$ cat src/rtl/hi_lo_muldiv_unit.sv
// Iterative MULT/MULTU/DIV/DIVU unit with architectural HI/LO registers, plus MTHI/MTLO writes.
// Latency: mul/div results land 33 edges after the start edge; MTHI/MTLO are visible one cycle after start.
// Backpressure: busy is high through RUN/FIX; start is ignored while busy, flush aborts without writing HI/LO.
module hi_lo_muldiv_unit #(
  parameter int WIDTH = 32
) (
  input  logic             clk,
  input  logic             reset,
  input  logic             start,
  input  logic [2:0]       op,
  input  logic [WIDTH-1:0] rs_val,
  input  logic [WIDTH-1:0] rt_val,
  input  logic             flush,
  output logic             busy,
  output logic             done,
  output logic [WIDTH-1:0] hi,
  output logic [WIDTH-1:0] lo
);

  typedef enum logic [1:0] {S_IDLE, S_RUN, S_FIX} state_t;

  state_t             state_q, state_d;
  logic [4:0]         count_q;
  logic               is_div_q;     // 1 = divide, 0 = multiply
  logic               neg_q;        // product / quotient must be negated
  logic               rs_neg_q;     // dividend was negative (remainder sign)
  logic               div0_q;       // divisor was zero
  logic [2*WIDTH-1:0] acc_q;        // mul: {partial, multiplier}; div: {remainder, dividend/quotient}
  logic [WIDTH-1:0]   opnd_q;       // multiplicand or divisor magnitude
  logic [WIDTH-1:0]   rs_raw_q;     // raw dividend, returned in HI on divide by zero
  logic [WIDTH-1:0]   hi_q, lo_q;
  logic               done_q;

  logic               accept, mt_wr;
  logic               a_neg, b_neg;
  logic [WIDTH-1:0]   a_mag, b_mag;
  logic [WIDTH:0]     mul_sum;
  logic [2*WIDTH-1:0] mul_next, div_next, prod;
  logic [WIDTH+1:0]   div_trial;
  logic [WIDTH-1:0]   quo, rem, res_hi, res_lo;

  // flush always wins over a same-cycle start; ops 110/111 are no-ops
  assign accept = (state_q == S_IDLE) && start && !flush && !op[2];
  assign mt_wr  = (state_q == S_IDLE) && start && !flush && (op[2:1] == 2'b10);

  // Signed ops iterate on magnitudes; the signs are re-applied in FIX
  assign a_neg = ~op[0] & rs_val[WIDTH-1];
  assign b_neg = ~op[0] & rt_val[WIDTH-1];
  assign a_mag = a_neg ? (~rs_val + 1'b1) : rs_val;
  assign b_mag = b_neg ? (~rt_val + 1'b1) : rt_val;

  // Shift-add step (LSB-first) and restoring-divide step (MSB-first)
  assign mul_sum   = {1'b0, acc_q[2*WIDTH-1:WIDTH]} + {1'b0, opnd_q};
  assign mul_next  = acc_q[0] ? {mul_sum, acc_q[WIDTH-1:1]} : {1'b0, acc_q[2*WIDTH-1:1]};
  assign div_trial = {1'b0, acc_q[2*WIDTH-1:WIDTH-1]} - {2'b00, opnd_q};
  assign div_next  = div_trial[WIDTH+1] ? {acc_q[2*WIDTH-2:0], 1'b0}
                                        : {div_trial[WIDTH-1:0], acc_q[WIDTH-2:0], 1'b1};

  // Sign correction of the final accumulator
  assign prod = neg_q ? (~acc_q + 1'b1) : acc_q;
  assign quo  = neg_q ? (~acc_q[WIDTH-1:0] + 1'b1) : acc_q[WIDTH-1:0];
  assign rem  = rs_neg_q ? (~acc_q[2*WIDTH-1:WIDTH] + 1'b1) : acc_q[2*WIDTH-1:WIDTH];

  // Select the HI/LO values written on leaving FIX
  always_comb begin
    res_hi = prod[2*WIDTH-1:WIDTH];
    res_lo = prod[WIDTH-1:0];
    if (is_div_q) begin
      if (div0_q) begin
        res_hi = rs_raw_q;
        res_lo = '1;
      end else begin
        res_hi = rem;
        res_lo = quo;
      end
    end
  end

  // State register
  always_ff @(posedge clk) begin
    if (!reset) state_q <= S_IDLE;
    else        state_q <= state_d;
  end

  // Next-state logic: IDLE -> RUN (32 iterations) -> FIX -> IDLE, flush returns to IDLE
  always_comb begin
    state_d = state_q;
    case (state_q)
      S_IDLE:  if (accept) state_d = S_RUN;
      S_RUN:   if (flush) state_d = S_IDLE;
               else if (count_q == 5'd31) state_d = S_FIX;
      S_FIX:   state_d = S_IDLE;
      default: state_d = S_IDLE;
    endcase
  end

  // Outputs come straight from registers
  always_comb begin
    busy = (state_q != S_IDLE);
    done = done_q;
    hi   = hi_q;
    lo   = lo_q;
  end

  // Datapath: operand latch, per-cycle iteration, HI/LO writeback
  always_ff @(posedge clk) begin
    if (!reset) begin
      count_q  <= '0;
      is_div_q <= 1'b0;
      neg_q    <= 1'b0;
      rs_neg_q <= 1'b0;
      div0_q   <= 1'b0;
      acc_q    <= '0;
      opnd_q   <= '0;
      rs_raw_q <= '0;
      hi_q     <= '0;
      lo_q     <= '0;
      done_q   <= 1'b0;
    end else begin
      done_q <= 1'b0;
      case (state_q)
        S_IDLE: begin
          if (accept) begin
            count_q  <= '0;
            is_div_q <= op[1];
            neg_q    <= a_neg ^ b_neg;
            rs_neg_q <= a_neg;
            div0_q   <= (rt_val == '0);
            rs_raw_q <= rs_val;
            acc_q    <= op[1] ? {{WIDTH{1'b0}}, a_mag} : {{WIDTH{1'b0}}, b_mag};
            opnd_q   <= op[1] ? b_mag : a_mag;
          end
          if (mt_wr) begin
            if (op[0]) lo_q <= rs_val;
            else       hi_q <= rs_val;
          end
        end
        S_RUN: begin
          acc_q   <= is_div_q ? div_next : mul_next;
          count_q <= count_q + 5'd1;
        end
        S_FIX: begin
          if (!flush) begin
            hi_q   <= res_hi;
            lo_q   <= res_lo;
            done_q <= 1'b1;
          end
        end
        default: ;
      endcase
    end
  end

endmodule

$ cat config.mk
export PLATFORM = sky130hd
export DESIGN_NAME = hi_lo_muldiv_unit
export DESIGN_NICKNAME = d
export VERILOG_FILES = /design/src/rtl/hi_lo_muldiv_unit.sv
export SDC_FILE = /design/constraint.sdc
export NUM_CORES = 1
export LEC_CHECK = 0
export CORE_MARGIN = 10
export CORE_UTILIZATION = 39
export DETAILED_ROUTE_END_ITERATION = 8
export SLEW_MARGIN = 40
export SYNTH_ARGS = -nofsm -noshare
export SYNTH_HDL_FRONTEND = slang
export SYNTH_SLANG_ARGS = --single-unit
$ cat constraint.sdc
create_clock -name clk -period 4.7 [get_ports clk]
set_clock_uncertainty 0.05 [all_clocks]
set_input_delay 0.94 -clock clk [delete_from_list [all_inputs] [get_ports clk]]
set_output_delay 0.94 -clock clk [all_outputs]
set_load 0.05 [all_outputs]
==> impl_results.md <==
* Critical Path AT at 4370 ps
* DIE HEIGHT at 227 µm
* Post-DP HPWL at 54000 µm
* Total negative slack at 0 ps
* CP max stage delay at 700 ps
* Buffers added on ports at 136
* Ys async rst share at 0%
* Via/cell ratio at 6.31
* Num CTS Buffers at 25
* DRC at 0
* Relative slew slack at 40.2%
* Share of the synthesized area in the top cell type at 24.4%
* Synth area leader: dfxtp_1
* Die X at 227 µm
* Resized Gates After CTS at 0
* Die area at 0.0515 mm²
* Avg WL per Cell at 24.8 µm
* Commonest non-fill, non-tap cell in the layout: nand2_1
* Largest family of logic cells by synthesized area: compound AO/OA/AOI/OAI gates
* Buffers plus inverters on the worst setup path at 1
* Delay-heaviest family, CP: compound AO/OA/AOI/OAI gates
* Area share of and/or/nand/nor cells after synthesis at 20.9%
* # nets final at 2491
* Avg Cell Area, Syn at 7.25 µm²
* CP Cell Sequence: ha_1 -> o21a_1 -> o31a_1 -> o211ai_1 -> a41oi_1 -> o41ai_1 -> buf_4 -> o31a_1 -> a211oi_1 -> a2111oi_0 -> o21ai_0
* Finished Layout Cells at 2903
* Area delta synth->final at 16.6%
* CTS tree: yes
* Top cell by count, worst path: o31a_1
* Commonest non-fill, non-tap cells in the layout: nand2_1 (313), a21oi_1 (232), dfxtp_1 (201), nor2_1 (183), o21ai_0 (150)
* Clock root cell: clkbuf_16
* Post-synthesis adder-cell area fraction at 5.48%
* Mapped Cells at 2306
* Post-synthesis cell type count at 78
* Clock buffer depth at 3
* Worst skew pair latency at 560 ps
* CP Max Fanout at 15
* Clock transition at path regs at 60 ps
* Global Route Usage Sum at 27.1%
* Drt total wl at 72000 µm
* Power Dens Cells at 261 mW/mm²
* Measured slew at the worst slew-check pin at 894 ps
* FP Rows at 75
* FMAX at 250 MHz
* Flop and latch count out of synthesis at 204
* XOR/XNOR Fraction of Synth Area at 9.64%
* Syn_nets at 2449
* Number of diodes at 0
* Number of routed nets with antenna violations at 0
* I/O Pins at 137
* Mux share of post-synthesis cell area at 4.05%
* Max-cap viol count at 0
* CTS HTree Levels at 1
* Mapped cell area at 0.0167 mm²
* Worst Setup Start Kind: flop
* Crit-path slowest cell: dfxtp_1
* Post-synth EDFFs at 0
* Max Slew Vio Count at 0
* Status: finished, final reports clean
* Synth warn at 0
* Final Critical Period at 3990 ps
* Final setup viols at 0
* First-pass GRT wire length at 108000 µm
* Initial antenna violation count at 0
* CP Capture Type: flop
* Area contributors post-synth: dfxtp_1 (24%), nand2_1 (7.1%), a21oi_1 (6.9%)
* Ys flop type: dfxtp_1
* WS Path Type: flop to flop
* Leak at 7.17 nW
* Post-Place Cells at 2860
* Via count at 18.3k
* Worst EP required at 5080 ps
* Hold Buf Count CTS at 0
* Vias in the first global route at 17.3k
* Sequential-to-total area share from yosys stat at 24.4%
* DRT iter0 DRCs at 1974
* Peak VDD IR at 0.252 mV
* RSZ-0062 raised after global routing: false
* Fin. Hold Viols at 0
* Total grt overflow at 0
* Final period utilization at 85.0%
* First-pass detailed-route iteration total at 8
* Largest net degree at the start of global routing at 88
* Number of clock sinks at 204
* Initial Util at 39.7%
* Core Region at 0.0421 mm²
* GP Congestion at 0.970
* Post-synthesis compound-gate area fraction at 29.5%
* Post-CTS setup buffer count at 0
* Fraction of layout cells with a size suffix above 1 at 6.90%
* Hold Path Class: flop to flop
-- worst reg2reg max path: stages (launching register included) --
cell and delay (ps):
dfxtp_1 700, ha_1 380, o21a_1 120, o31a_1 150
o211ai_1 280, a41oi_1 230, o41ai_1 440, buf_4 220
o31a_1 620, a211oi_1 110, a2111oi_0 420, o21ai_0 150
-- through the flow --
stage | util, % | hold slack, ps | area (µm²) | total power [mW] | setup WS [ps]
6_report | 46.2 | 404 | 19500 | 5.08 | 706
2_1_floorplan | - | 373 | 16700 | 2.59 | 1110
5_1_grt | 46.2 | 421 | 19500 | 5.25 | 434
4_1_cts | 46.2 | 403 | 19500 | 5.07 | 734
3_5_place_dp | 44.2 | 394 | 18600 | 3.02 | 450
3_3_place_gp | 44.1 | 392 | 18600 | 3.01 | 511
-- synth_stat cells, drive strengths merged (4+ instances only) --
| cell | n |
|---|---|
| a2111oi | 7 |
| buf | 17 |
| o21bai | 10 |
| nand2 | 314 |
| o221ai | 45 |
| a211oi | 69 |
| o41ai | 19 |
| inv | 61 |
| xnor2 | 103 |
| a221oi | 11 |
| o311ai | 4 |
| a311oi | 12 |
| nor2b | 31 |
| ha | 70 |
| or2 | 10 |
| a21oi | 232 |
| o22ai | 5 |
| nand4 | 21 |
| a22o | 5 |
| and3 | 11 |
| nor3 | 34 |
| o21ai | 159 |
| nand2b | 12 |
| nand3 | 53 |
| or4 | 23 |
| a22oi | 9 |
| dfxtp | 204 |
| and2 | 5 |
| mux2i | 62 |
| o31ai | 29 |
| nor2 | 185 |
| nor3b | 6 |
| a32o | 9 |
| mux2 | 5 |
| clkbuf | 180 |
| o211ai | 50 |
| a31oi | 23 |
| nor4 | 17 |
| o21a | 13 |
| xor2 | 81 |
| or3 | 21 |
| a21o | 23 |
-- registers in the layout, summed over array words and instances, names as in the netlist, 2 cells and up --
register  flops
hi           32
opnd_q       32
state_q       2
acc_q        64
count_q       5
rs_raw_q     32
lo           32
-- cells by family (layout without fill, tap and decap cells) --
group / after synthesis / in the layout
AO/OA/AOI/OAI: 763 / 763
AND/OR/NAND/NOR: 756 / 756
buffers and inverters: 260 / 318
flip-flops: 204 / 204
XOR/XNOR: 184 / 184
adder cells (fa/ha/maj): 72 / 72
multiplexers: 67 / 67
-- where the power goes --
group	internal [mW]	total, mW	switching, mW
Clock	1.24	2.07	0.834
Sequential	1.78	1.86	0.0816
Combinational	0.418	1.15	0.734
Total	3.43	5.08	1.65
-- layout make-up --
cell class              count  area (µm²)
well taps                 539         674
multi-input cells        1842       11700
clock inverters            12         169
flip-flops and latches    204        4090
fillers                  4270       22700
clock buffers              31         678
inverters                  63         239
repair buffers            212        1930
-- path summary, 6_finish.rpt --
path	from	to	slack, ps	depth (start not counted)
setup / recovery	acc_q[34]	acc_q[41]	710	11
hold / removal	lo[3]	lo[3]	400	2
setup reg to reg	acc_q[34]	acc_q[41]	710	11
hold reg to reg	lo[3]	lo[3]	400	2
-- routing by layer --
layer  routed length [µm]  global-route usage, %  vias to the layer above
met1                30800                   36.3                     8827
met5                    0                      0                        -
met4                 2870                   9.59                        0
met3                 5490                   3.78                      169
li1                     -                      -                     8471
met2                32900                   43.6                      837
Note: power is estimated with default switching activity, not from simulation.
